<file path="src/rtl/dsram_arbiter.sv">
// Two-master arbiter in front of a single-port data SRAM.
// Zero-wait grant for a lone requester, round-robin or fixed priority with
// starvation relief under contention, and one-cycle read-return routing.

package dsram_arbiter_pkg;

  localparam int unsigned DATA_W = 32;
  localparam int unsigned BE_W   = 4;

  // Write-side payload carried from the granted master to the SRAM
  typedef struct packed {
    logic [BE_W-1:0]   wren;
    logic [DATA_W-1:0] wdata;
  } wr_payload_t;

endpackage

module dsram_arbiter
  import dsram_arbiter_pkg::*;
#(
  parameter int unsigned AW         = 16,
  parameter int unsigned PRIO_MODE  = 0,
  parameter int unsigned STARVE_MAX = 8
) (
  input  logic              CLK,
  input  logic              RESETn,

  input  logic              M0_REQ,
  input  logic [AW-1:0]     M0_ADDR,
  input  logic [DATA_W-1:0] M0_WDATA,
  input  logic [BE_W-1:0]   M0_WREN,
  output logic              M0_GNT,
  output logic              M0_RVALID,
  output logic [DATA_W-1:0] M0_RDATA,

  input  logic              M1_REQ,
  input  logic [AW-1:0]     M1_ADDR,
  input  logic [DATA_W-1:0] M1_WDATA,
  input  logic [BE_W-1:0]   M1_WREN,
  output logic              M1_GNT,
  output logic              M1_RVALID,
  output logic [DATA_W-1:0] M1_RDATA,

  output logic [AW-1:0]     SRAM_ADDR,
  output logic [DATA_W-1:0] SRAM_WDATA,
  output logic [BE_W-1:0]   SRAM_WREN,
  output logic              SRAM_CS,
  input  logic [DATA_W-1:0] SRAM_RDATA
);

  localparam int unsigned CNT_W      = 4;
  localparam logic [CNT_W-1:0] STARVE_LIM = CNT_W'(STARVE_MAX);
  localparam logic [CNT_W-1:0] CNT_SAT    = '1;
  localparam logic FIXED_MODE = (PRIO_MODE == 1);
  localparam logic STARVE_EN  = (STARVE_MAX != 0);

  // Arbitration state
  logic             last_m1;      // 1: M1 was granted most recently
  logic [CNT_W-1:0] starve_cnt;   // consecutive M0 wins while M1 waits
  logic             rd_pend;      // read issued on the previous grant edge
  logic             rd_owner_m1;  // owner of that read

  // Combinational grant / datapath signals
  logic        pick_m1;
  logic        gnt0_c;
  logic        gnt1_c;
  logic        any_gnt_c;
  logic [AW-1:0] addr_c;
  wr_payload_t   payload_c;

  // Contention winner selection and grant generation
  always_comb begin
    pick_m1 = 1'b0;
    if (FIXED_MODE) begin
      pick_m1 = STARVE_EN && (starve_cnt == STARVE_LIM);
    end else begin
      pick_m1 = !last_m1;
    end
    gnt0_c    = RESETn && M0_REQ && (!M1_REQ || !pick_m1);
    gnt1_c    = RESETn && M1_REQ && (!M0_REQ ||  pick_m1);
    any_gnt_c = gnt0_c || gnt1_c;
  end

  // SRAM request mux; all-zero when nobody holds the grant
  always_comb begin
    addr_c    = '0;
    payload_c = '0;
    if (gnt0_c) begin
      addr_c          = M0_ADDR;
      payload_c.wren  = M0_WREN;
      payload_c.wdata = M0_WDATA;
    end else if (gnt1_c) begin
      addr_c          = M1_ADDR;
      payload_c.wren  = M1_WREN;
      payload_c.wdata = M1_WDATA;
    end
  end

  // Last-winner register for round-robin fairness
  always_ff @(posedge CLK or negedge RESETn) begin
    if (!RESETn) begin
      last_m1 <= 1'b1;
    end else if (any_gnt_c) begin
      last_m1 <= gnt1_c;
    end
  end

  // Starvation counter: counts M0 wins over a waiting M1, saturating
  always_ff @(posedge CLK or negedge RESETn) begin
    if (!RESETn) begin
      starve_cnt <= '0;
    end else if (gnt1_c || !M1_REQ) begin
      starve_cnt <= '0;
    end else if (gnt0_c && (starve_cnt != CNT_SAT)) begin
      starve_cnt <= starve_cnt + CNT_W'(1);
    end
  end

  // Read-return tracking; a write or idle edge retires any pending read
  always_ff @(posedge CLK or negedge RESETn) begin
    if (!RESETn) begin
      rd_pend     <= 1'b0;
      rd_owner_m1 <= 1'b0;
    end else begin
      rd_pend <= any_gnt_c && (payload_c.wren == '0);
      if (any_gnt_c) begin
        rd_owner_m1 <= gnt1_c;
      end
    end
  end

  // Output drive
  always_comb begin
    M0_GNT     = gnt0_c;
    M1_GNT     = gnt1_c;
    SRAM_CS    = any_gnt_c;
    SRAM_ADDR  = addr_c;
    SRAM_WDATA = payload_c.wdata;
    SRAM_WREN  = payload_c.wren;
    M0_RVALID  = rd_pend && !rd_owner_m1;
    M1_RVALID  = rd_pend &&  rd_owner_m1;
    M0_RDATA   = M0_RVALID ? SRAM_RDATA : '0;
    M1_RDATA   = M1_RVALID ? SRAM_RDATA : '0;
  end

endmodule

</file>
<file path="config.mk">
export PLATFORM = sky130hd
export DESIGN_NAME = dsram_arbiter
export DESIGN_NICKNAME = d
export VERILOG_FILES = /design/src/rtl/dsram_arbiter.sv
export SDC_FILE = /design/constraint.sdc
export NUM_CORES = 1
export LEC_CHECK = 0
export ABC_AREA = 1
export CAP_MARGIN = 20
export CORE_AREA = 5 5 97 99
export DETAILED_ROUTE_END_ITERATION = 10
export DIE_AREA = 0 0 102 104
export PLACE_DENSITY_LB_ADDON = 0.08
export SLEW_MARGIN = 40
export SYNTH_ARGS = -nofsm -noshare
export SYNTH_HDL_FRONTEND = slang
export SYNTH_SLANG_ARGS = --single-unit
</file>
<file path="constraint.sdc">
create_clock -name CLK -period 1.4 [get_ports CLK]
set_input_delay 0.14 -clock CLK [delete_from_list [all_inputs] [get_ports CLK]]
set_output_delay 0.14 -clock CLK [all_outputs]
set_load 0.02 [all_outputs]
</file>
==> impl_metrics.ini, run 1 <==
[place]
dp_hpwl_um = 7540
gp_congestion = 0.840
dp.cells = 568
port_buffers = 260

[final_layout]
instances_no_fill = 582
insertedDiodeCount = 0
drive_gt1_frac = 0.397
regArea_um2 = 76.3
nets = 615
fillCellCount = 870
areaGrowthSynthToFinish_pct = 277
multi_input_area_um2 = 917

[status]
status = finished with violations
violations = setup timing

[global_route]
grt_max_degree = 38
grt_pass1_wl_um = 13400
grt_pass1_vias = 2459
grt.overflow.total = 0
grt_usage = 0.160
antenna_found_initial = 0

[yosys]
synth_edf_count = 0
ys_seq_elements = 3
yosysTopAreaCellShare = 0.380
yosysWarnings = 0
syn_area_um2 = 1110
synth_top_area_cell = a22o_1
yosysSeqAreaShare = 0.0690
syn_nets = 340
synthCells = 200
synth_async_sr_flop_share = 1.00
synth.area.top_cells = a22o_1 (38%), nor2_1 (23%), inv_1 (13%), dfrtp_1 (4.5%), nand2_1 (3.7%)
syn_avg_cell_area_um2 = 5.53
yosysMostFrequentCell = nor2_1
synth_common_cells = nor2_1 (67), a22o_1 (48), inv_1 (38), nand2_1 (11), nand3_1 (8)
yosys_most_used_dff = dfrtp_1
netlist-cell-type-count = 15

[worst_hold_path]
hp-class = in2reg

[critical_path]
critPathCaptureType = output pin
critical_path_arrival_ns = 1.55
critPathBufInv = 4
critPathMaxStageDelay_ns = 0.53
cp_cell_sequence = buf_6 -> nand2_4 -> nand2_4 -> inv_8 -> buf_16 -> a22o_1 -> buf_6
cp_top_family = flip-flops
worstSetupStartpointType = flip-flop
cp_slowest_cell = dfstp_2
crit_fanout = 14
crit_type = reg2out
cp_data_required_time_ns = 1.26

[detailed_routing]
via_per_inst = 4.27
totalWireLength_um = 9800
vias = 2485
ant_nets = 0
drt_iter0_drc = 56
drc = 0
wire_per_inst_um = 16.8
dr.pass1.iters = 3

[cts]
clk_path_buf_depth = 2
cts_tree = built
numCtsBuffers = 3
path_clk_slew_ns = 0.03
clockRootBuffer = clkbuf_8
clk_latency_ns = 0.21
cts_sinks = 3
h-tree-depth = 1

[run]
maxCapViolations = 0

[timing]
grt_setup_unrepaired = true
setup_ws_ns = -0.287
slew_headroom = 0.901
fin_crit_sh = 1.20
hold_viol = 0
fmax_mhz = 593
finalCriticalPeriod_ns = 1.69
tightest_slew_ns = 0.148
drv_slew = 0
finalSetupViolCount = 55
finalClockSkew_ns = 0.000270

[floorplanning]
die-area_um2 = 10600
die_w_um = 102
initial_core_util = 0.131
rows = 34
die_h_um = 104
pin_count = 261
core_um2 = 8470

[power_and_ir_drop]
vdd_drop_max_mv = 0.291
power.total_w = 0.00206
power.leakage_nw = 2.13
power_density_nw_per_um2 = 493
-- worst reg2reg max path, cell delays in order, from the launching register on --
cell	delay [ns]
dfstp_2	0.53
buf_6	0.10
nand2_4	0.05
buf_4	0.14
buf_6	0.13
nand3_2	0.07
nand2_2	0.07
buf_6	0.12
nor2_4	0.06
nand2_1	0.06
nor2_2	0.11
-- report_power, final --
part           leakage [nW]  switching (W)  total [W]  internal (W)
clock network        0.0228      0.0000574   0.000252      0.000194
logic                  2.07       0.000758    0.00169      0.000932
registers            0.0350      0.0000120   0.000115      0.000103
total                  2.13       0.000828    0.00206       0.00123
-- worst paths after layout --
path,startpoint,to,slack [ns],cells past startpoint
worst min-delay path,RESETn,last_m1,0.39,5
worst max register to register,last_m1,rd_pend,-0.09,10
worst max-delay path,last_m1,SRAM_ADDR[13],-0.29,7
max in group asynchronous,RESETn,last_m1,0.79,3
min in group asynchronous,RESETn,rd_owner_m1,0.43,3
worst min register to register,last_m1,last_m1,0.54,2
-- flip-flops by register name, indices dropped and copies added (netlist names) --
register / count
last_m1: 1
rd_owner_m1: 1
rd_pend: 1
-- per-layer routing --
layer / global-route usage / wire, um / up-vias / share of wire
li1: - / - / 1206 / -
met1: 0.150 / 3150 / 1129 / 0.32
met2: 0.312 / 5410 / 138 / 0.55
met3: 0.0624 / 1080 / 12 / 0.11
met4: 0.0422 / 155 / 0 / 0.016
met5: 0 / 0 / - / 0
-- area by class of cell --
class / count / area share
sequential: 3 / 0.0183
clock buffer: 4 / 0.0108
inverter: 42 / 0.0402
multi-input combinational: 139 / 0.220
timing repair buffer: 286 / 0.679
tap: 108 / 0.0324
-- through the flow --
stage | area [um^2] | TNS, ns | setup slack (ns) | hold WS, ns | utilization
finish | 4180 | -13.58 | -0.287 | 0.387 | 0.493
global route | 4180 | -16.89 | -0.343 | 0.450 | 0.493
CTS | 3910 | -13.57 | -0.290 | 0.246 | 0.462
detailed placement | 3920 | -40.22 | -0.679 | 0.473 | 0.463
global placement | 3920 | -39.78 | -0.679 | 0.470 | 0.463
floorplan | 1110 | 0 | 0.0205 | -0.156 | -
-- cells by family (layout without fill, tap and decap cells) --
kind of cell	after synthesis	after routing	synth area share
buffers and inverters	58	332	0.224
and+or+nand+nor	89	89	0.318
DFF	3	3	0.0690
AOI/OAI and AO/OA	50	50	0.389
-- cell usage in the layout (no fill, tap or decap), types with 2 or more instances in the layout --
cell	instances
clkbuf_8	3
nand3_2	3
nor2_2	16
nand2_2	6
nand2_4	4
buf_8	4
nor2_4	2
buf_16	3
buf_4	49
clkbuf_2	17
nand3_4	2
a22o_1	48
nor2_1	49
o21ai_0	2
dfrtp_1	2
clkdlybuf4s50_1	137
nand3_1	3
buf_2	10
clkbuf_16	3
inv_1	37
buf_6	56
buf_12	4
nand2_1	3
inv_2	3
-- what timing repair did --
item,4_1_cts,5_1_grt
pin swaps,30,21
setup endpoints to repair,122,116
gates resized for setup,546,120
gates cloned,3,3
hold buffers,0,1
endpoints found under the hold margin,0,2
setup buffers,0,3
Note: power is estimated with default switching activity, not from simulation.
==> run 2: changes to the inputs <==
Settings changed: SKIP_LAST_GASP set to 1.
==> impl_metrics.ini, run 2 (synthesis results as in run 1) <==
[power_and_ir_drop]
p_seq_frac = 0.056
p_int_w = 0.00120
power_density_nw_per_um2 = 494
clockPowerShare = 0.125
vdd_drop_max_mv = 0.260
p_comb_frac = 0.819
swShare = 0.401
power.leakage_nw = 2.13
p_switching_w = 0.000804

[critical_path]
cp_slowest_cell = dfstp_2
critPathCaptureType = output pin
cp_cell_sequence = buf_6 -> nand2_4 -> nand2_4 -> inv_8 -> buf_16 -> a22o_1 -> buf_6
crit_type = reg2out
cp_top_family = flip-flops
critPathBufInv = 4
cp_data_required_time_ns = 1.26
critical_path_arrival_ns = 1.54
crit_fanout = 14
critPathMaxStageDelay_ns = 0.53
worstSetupStartpointType = flip-flop

[floorplanning]
rows = 34
core_um2 = 8470
die_w_um = 102
die_h_um = 104
initial_core_util = 0.131
die-area_um2 = 10600
pin_count = 261

[final_layout]
fillCellCount = 874
instances_no_fill = 582
final_common_cell = clkdlybuf4s50_1
top_regs = last_m1 (1), rd_owner_m1 (1), rd_pend (1)
nets = 615
final_cell_mix = clkdlybuf4s50_1 (137), nor2_1 (63), buf_6 (56), a22o_1 (48), inv_1 (37)
areaGrowthSynthToFinish_pct = 267
insertedDiodeCount = 0
drive_gt1_frac = 0.361
stdcell_area_um2 = 4060

[run]
maxCapViolations = 0

[global_route]
antenna_found_initial = 0
grt_usage = 0.159
grt_pass1_vias = 2456
grt.overflow.total = 0
grt_pass1_wl_um = 13300
grt_max_degree = 38

[detailed_routing]
ant_nets = 0
routed.top_layer = met4
dr_wl_met2_um = 5410
vias = 2433
dr.pass1.iters = 3
met1Wirelength_um = 3090
drc = 0
drt_iter0_drc = 43
via_per_inst = 4.18
wire_per_inst_um = 16.8
totalWireLength_um = 9760
met3WireLength_um = 1120

[timing]
slew_headroom = 0.857
finalCriticalPeriod_ns = 1.68
grt_setup_unrepaired = true
drv_slew = 0
finalClockSkew_ns = 0.0000407
fmax_mhz = 594
tightest_slew_ns = 0.216
setup_ws_ns = -0.285
hold_viol = 0
fin_crit_sh = 1.20
finalSetupViolCount = 55

[status]
violations = setup timing
status = finished with violations

[cts]
numCtsBuffers = 3
cts_tree = built
clockRootBuffer = clkbuf_8
clk_latency_ns = 0.21
h-tree-depth = 1
clk_path_buf_depth = 2
cts_sinks = 3
path_clk_slew_ns = 0.03

[place]
dp_hpwl_um = 7540
port_buffers = 260
gp_congestion = 0.840
placed_cell_area_um2 = 3920
dp.cells = 568

[worst_hold_path]
hp-class = in2reg
run 2: cell type report:
class / count / area (um^2) / area share
clock buffer: 4 / 45.0 / 0.0111
inverter: 42 / 168 / 0.0413
multi-input combinational: 139 / 872 / 0.215
sequential: 3 / 76.3 / 0.0188
tap: 108 / 135 / 0.0333
timing repair buffer: 286 / 2760 / 0.681
run 2: power groups by stage:
stage / Clock [W] / Combinational, W / Sequential (W)
final: 0.000251 / 0.00164 / 0.000112
after global routing: 0.000262 / 0.00174 / 0.000114
after CTS: 0.000259 / 0.00155 / 0.000111
after detailed placement: 0 / 0.00153 / 0.000110
after global placement: 0 / 0.00153 / 0.000110
after floorplan: 0 / 0.000591 / 0.000109
run 2: worst min-delay path: stages:
cell,delay [ns]
dlymetal6s2s_1,0.15
nand2_1,0.08
inv_2,0.05
nand2_4,0.08
o21ai_0,0.09
run 2: worst paths after layout:
check / slack [ns] / from / endpoint / depth (start not counted)
min in group asynchronous: 0.43 / RESETn / rd_pend / 3
setup / recovery: -0.28 / last_m1 / SRAM_ADDR[13] / 7
setup reg to reg: -0.09 / last_m1 / rd_pend / 10
hold / removal: 0.39 / RESETn / last_m1 / 5
max in group asynchronous: 0.78 / RESETn / last_m1 / 3
hold reg to reg: 0.52 / last_m1 / last_m1 / 2
run 2: per-layer routing:
| metal | vias up | track usage |
|---|---|---|
| met5 | - | 0 |
| met2 | 134 | 0.311 |
| met1 | 1081 | 0.145 |
| met4 | 0 | 0.0422 |
| li1 | 1208 | - |
| met3 | 10 | 0.0657 |
run 2: stage by stage:
step	setup WS [ns]	TNS (ns)	power, W	hold WS, ns	util
after CTS	-0.305	-15.73	0.00192	0.246	0.463
after global routing	-0.343	-17.07	0.00212	0.449	0.479
final	-0.285	-13.57	0.00201	0.388	0.479
after detailed placement	-0.679	-40.22	0.00164	0.473	0.463
after global placement	-0.679	-39.78	0.00164	0.470	0.463
after floorplan	0.0205	0	0.000701	-0.156	-
run 2: timing repair:
action	in CTS	in global routing
gates resized for setup	486	128
pin swaps	30	19
endpoints found under the setup margin	122	121
cloned	3	4
hold buffers	0	1
endpoints found under the hold margin	0	2
buffers inserted	0	2
==> run 3: changes to the inputs <==
Settings changed: ABC_AREA 1 to not set, CORE_AREA 5 5 97 99 to 5 5 98 100, DIE_AREA 0 0 102 104 to 0 0 103 105, REMOVE_ABC_BUFFERS set to 1.
==> impl_metrics.ini, run 3 <==
[power_and_ir_drop]
power.leakage_nw = 2.22
p_switching_w = 0.000792
p_int_w = 0.00134
p_comb_frac = 0.825
power_density_nw_per_um2 = 455
swShare = 0.372
clockPowerShare = 0.117
power.total_w = 0.00213
vdd_drop_max_mv = 0.209
p_seq_frac = 0.058

[critical_path]
path_common_cell = buf_6
r2r_start = last_m1
critPathCaptureType = output pin
crit_fanout = 12
critical_path_arrival_ns = 1.64
cp_cell_sequence = buf_6 -> a21boi_2 -> and2_4 -> buf_12 -> a22o_4 -> buf_6
critPathBufInv = 3
critPathMaxStageDelay_ns = 0.53
cp_data_required_time_ns = 1.26
regToRegEndpoint = rd_owner_m1
cp_slowest_cell = dfstp_2
cp_top_family = flip-flops
crit_type = reg2out
r2r_cells = 7
worstSetupStartpointType = flip-flop
r2r_slack_ns = -0.16

[final_layout]
nets = 604
insertedDiodeCount = 0
postLayoutCoreUtil = 0.545
final_cell_mix = clkdlybuf4s50_1 (137), buf_6 (76), a22o_1 (46), buf_4 (43), and2_4 (32)
areaGrowthSynthToFinish_pct = 255
drive_gt1_frac = 0.505
final_common_cell = clkdlybuf4s50_1
top_regs = last_m1 (1), rd_owner_m1 (1), rd_pend (1)
instances_no_fill = 571

[yosys]
syn_avg_cell_area_um2 = 7.95
yosysWarnings = 0
ys_seq_elements = 3
synth.area.top_cells = a22o_1 (32%), and2_1 (16%), and3_1 (16%), buf_12 (9.1%), buf_6 (4.3%)
synth_edf_count = 0
yosysMostFrequentCell = a22o_1
synth_top_area_cell = a22o_1
syn_area_um2 = 1320
yosysTopAreaCellShare = 0.318
yosysSeqAreaShare = 0.0578
netlist-cell-type-count = 24
synthCells = 166
synth_async_sr_flop_share = 1.00
yosys_most_used_dff = dfrtp_1
synth_common_cells = a22o_1 (48), and2_1 (33), and3_1 (33), clkbuf_1 (9)

[floorplanning]
initial_core_util = 0.154
die_h_um = 105
die-area_um2 = 10800
core_um2 = 8590
die_w_um = 103
pin_count = 261
rows = 34

[global_route]
grt_max_degree = 35
grt_pass1_wl_um = 14200
grt.overflow.total = 0
antenna_found_initial = 0
grt_pass1_vias = 2506
grt_usage = 0.167

[run]
maxCapViolations = 0

[cts]
cts_sinks = 3
h-tree-depth = 1
numCtsBuffers = 3
clockRootBuffer = clkbuf_8
cts_hold_buf = 0
clk_path_buf_depth = 2
cts_tree = built
clk_latency_ns = 0.21
path_clk_slew_ns = 0.03

[timing]
fmax_mhz = 563
slew_headroom = 0.786
hold_viol = 0
finalClockSkew_ns = 0.000624
finalCriticalPeriod_ns = 1.78
finalSetupViolCount = 102
fin_crit_sh = 1.27
grt_setup_unrepaired = true
drv_slew = 0
whs_ns = 0.0197
tightest_slew_ns = 0.322
setup_ws_ns = -0.375

[detailed_routing]
drt_iter0_drc = 54
drc = 0
ant_nets = 0
routed.top_layer = met4
vias = 2558
via_per_inst = 4.48
dr_wl_met2_um = 5990
wire_per_inst_um = 19.0
met1Wirelength_um = 3210
met3WireLength_um = 1470
totalWireLength_um = 10900
dr.pass1.iters = 4

[status]
violations = setup timing
status = finished with violations

[place]
dp_hpwl_um = 8230
dp_slack_ns = -0.792
port_buffers = 260
dp.cells = 532
gp_congestion = 0.786

[worst_hold_path]
hp-class = in2async
## run 3: cell type report
type,count,area (um^2)
Inverter,2,7.51
Fill cell,810,3910
Multi-Input combinational cell,138,1220
Sequential cell,3,78.8
Clock buffer,4,45.0
Timing Repair Buffer,316,3190
Tap cell,108,135
## run 3: worst max path at each step
| stage | from | end | slack, ns | depth (start not counted) |
|---|---|---|---|---|
| 2_1_floorplan | last_m1 | SRAM_ADDR[0] | -0.91 | 3 |
| 3_3_place_gp | M1_REQ | SRAM_ADDR[14] | -0.79 | 7 |
| 3_5_place_dp | M1_REQ | SRAM_ADDR[14] | -0.79 | 7 |
| 4_1_cts | last_m1 | SRAM_WDATA[25] | -0.36 | 5 |
| 5_1_grt | last_m1 | SRAM_WDATA[1] | -0.42 | 5 |
| 6_report | last_m1 | SRAM_ADDR[14] | -0.38 | 6 |
## run 3: stage by stage
stage               instance area, um^2  TNS (ns)
floorplan                          1090    -69.34
global placement                   4020    -53.08
detailed placement                 4020    -52.90
CTS                                4210    -21.08
global route                       4680    -28.69
finish                             4680    -23.16
## run 3: logic make-up (layout without fill, tap and decap cells)
group / count (synthesis) / count (layout) / synth area share
AND/OR/NAND/NOR: 79 / 79 / 0.376
AO/OA/AOI/OAI: 59 / 59 / 0.388
flip-flops: 3 / 3 / 0.0578
buffers and inverters: 25 / 322 / 0.178
## run 3: per-layer routing
metal | vias to the layer above | global-route usage
met1 | 1147 | 0.157
li1 | 1230 | -
met2 | 169 | 0.322
met3 | 12 | 0.0746
met4 | 0 | 0.0407
met5 | - | 0
## run 3: power groups by stage
stage               Clock (W)  Combinational (W)  Sequential, W
global route         0.000270            0.00185       0.000125
floorplan                   0           0.000483       0.000145
CTS                  0.000259            0.00151       0.000116
global placement            0            0.00144       0.000113
detailed placement          0            0.00145       0.000112
finish               0.000250            0.00176       0.000123
## run 3: what timing repair did
action / CTS / global route
gates cloned: 2 / 10
resized for setup: 478 / 205
setup endpoints to repair: 122 / 123
pin swaps: 6 / 16
setup buffers: 5 / 20
## run 3: worst reg2reg max path, delay by kind of cell, from the launching register on
kind	cells	cell delay [ns]
AO/OA/AOI/OAI	2	0.20
buffers and inverters	4	0.50
flip-flops	1	0.53
AND/OR/NAND/NOR	1	0.21
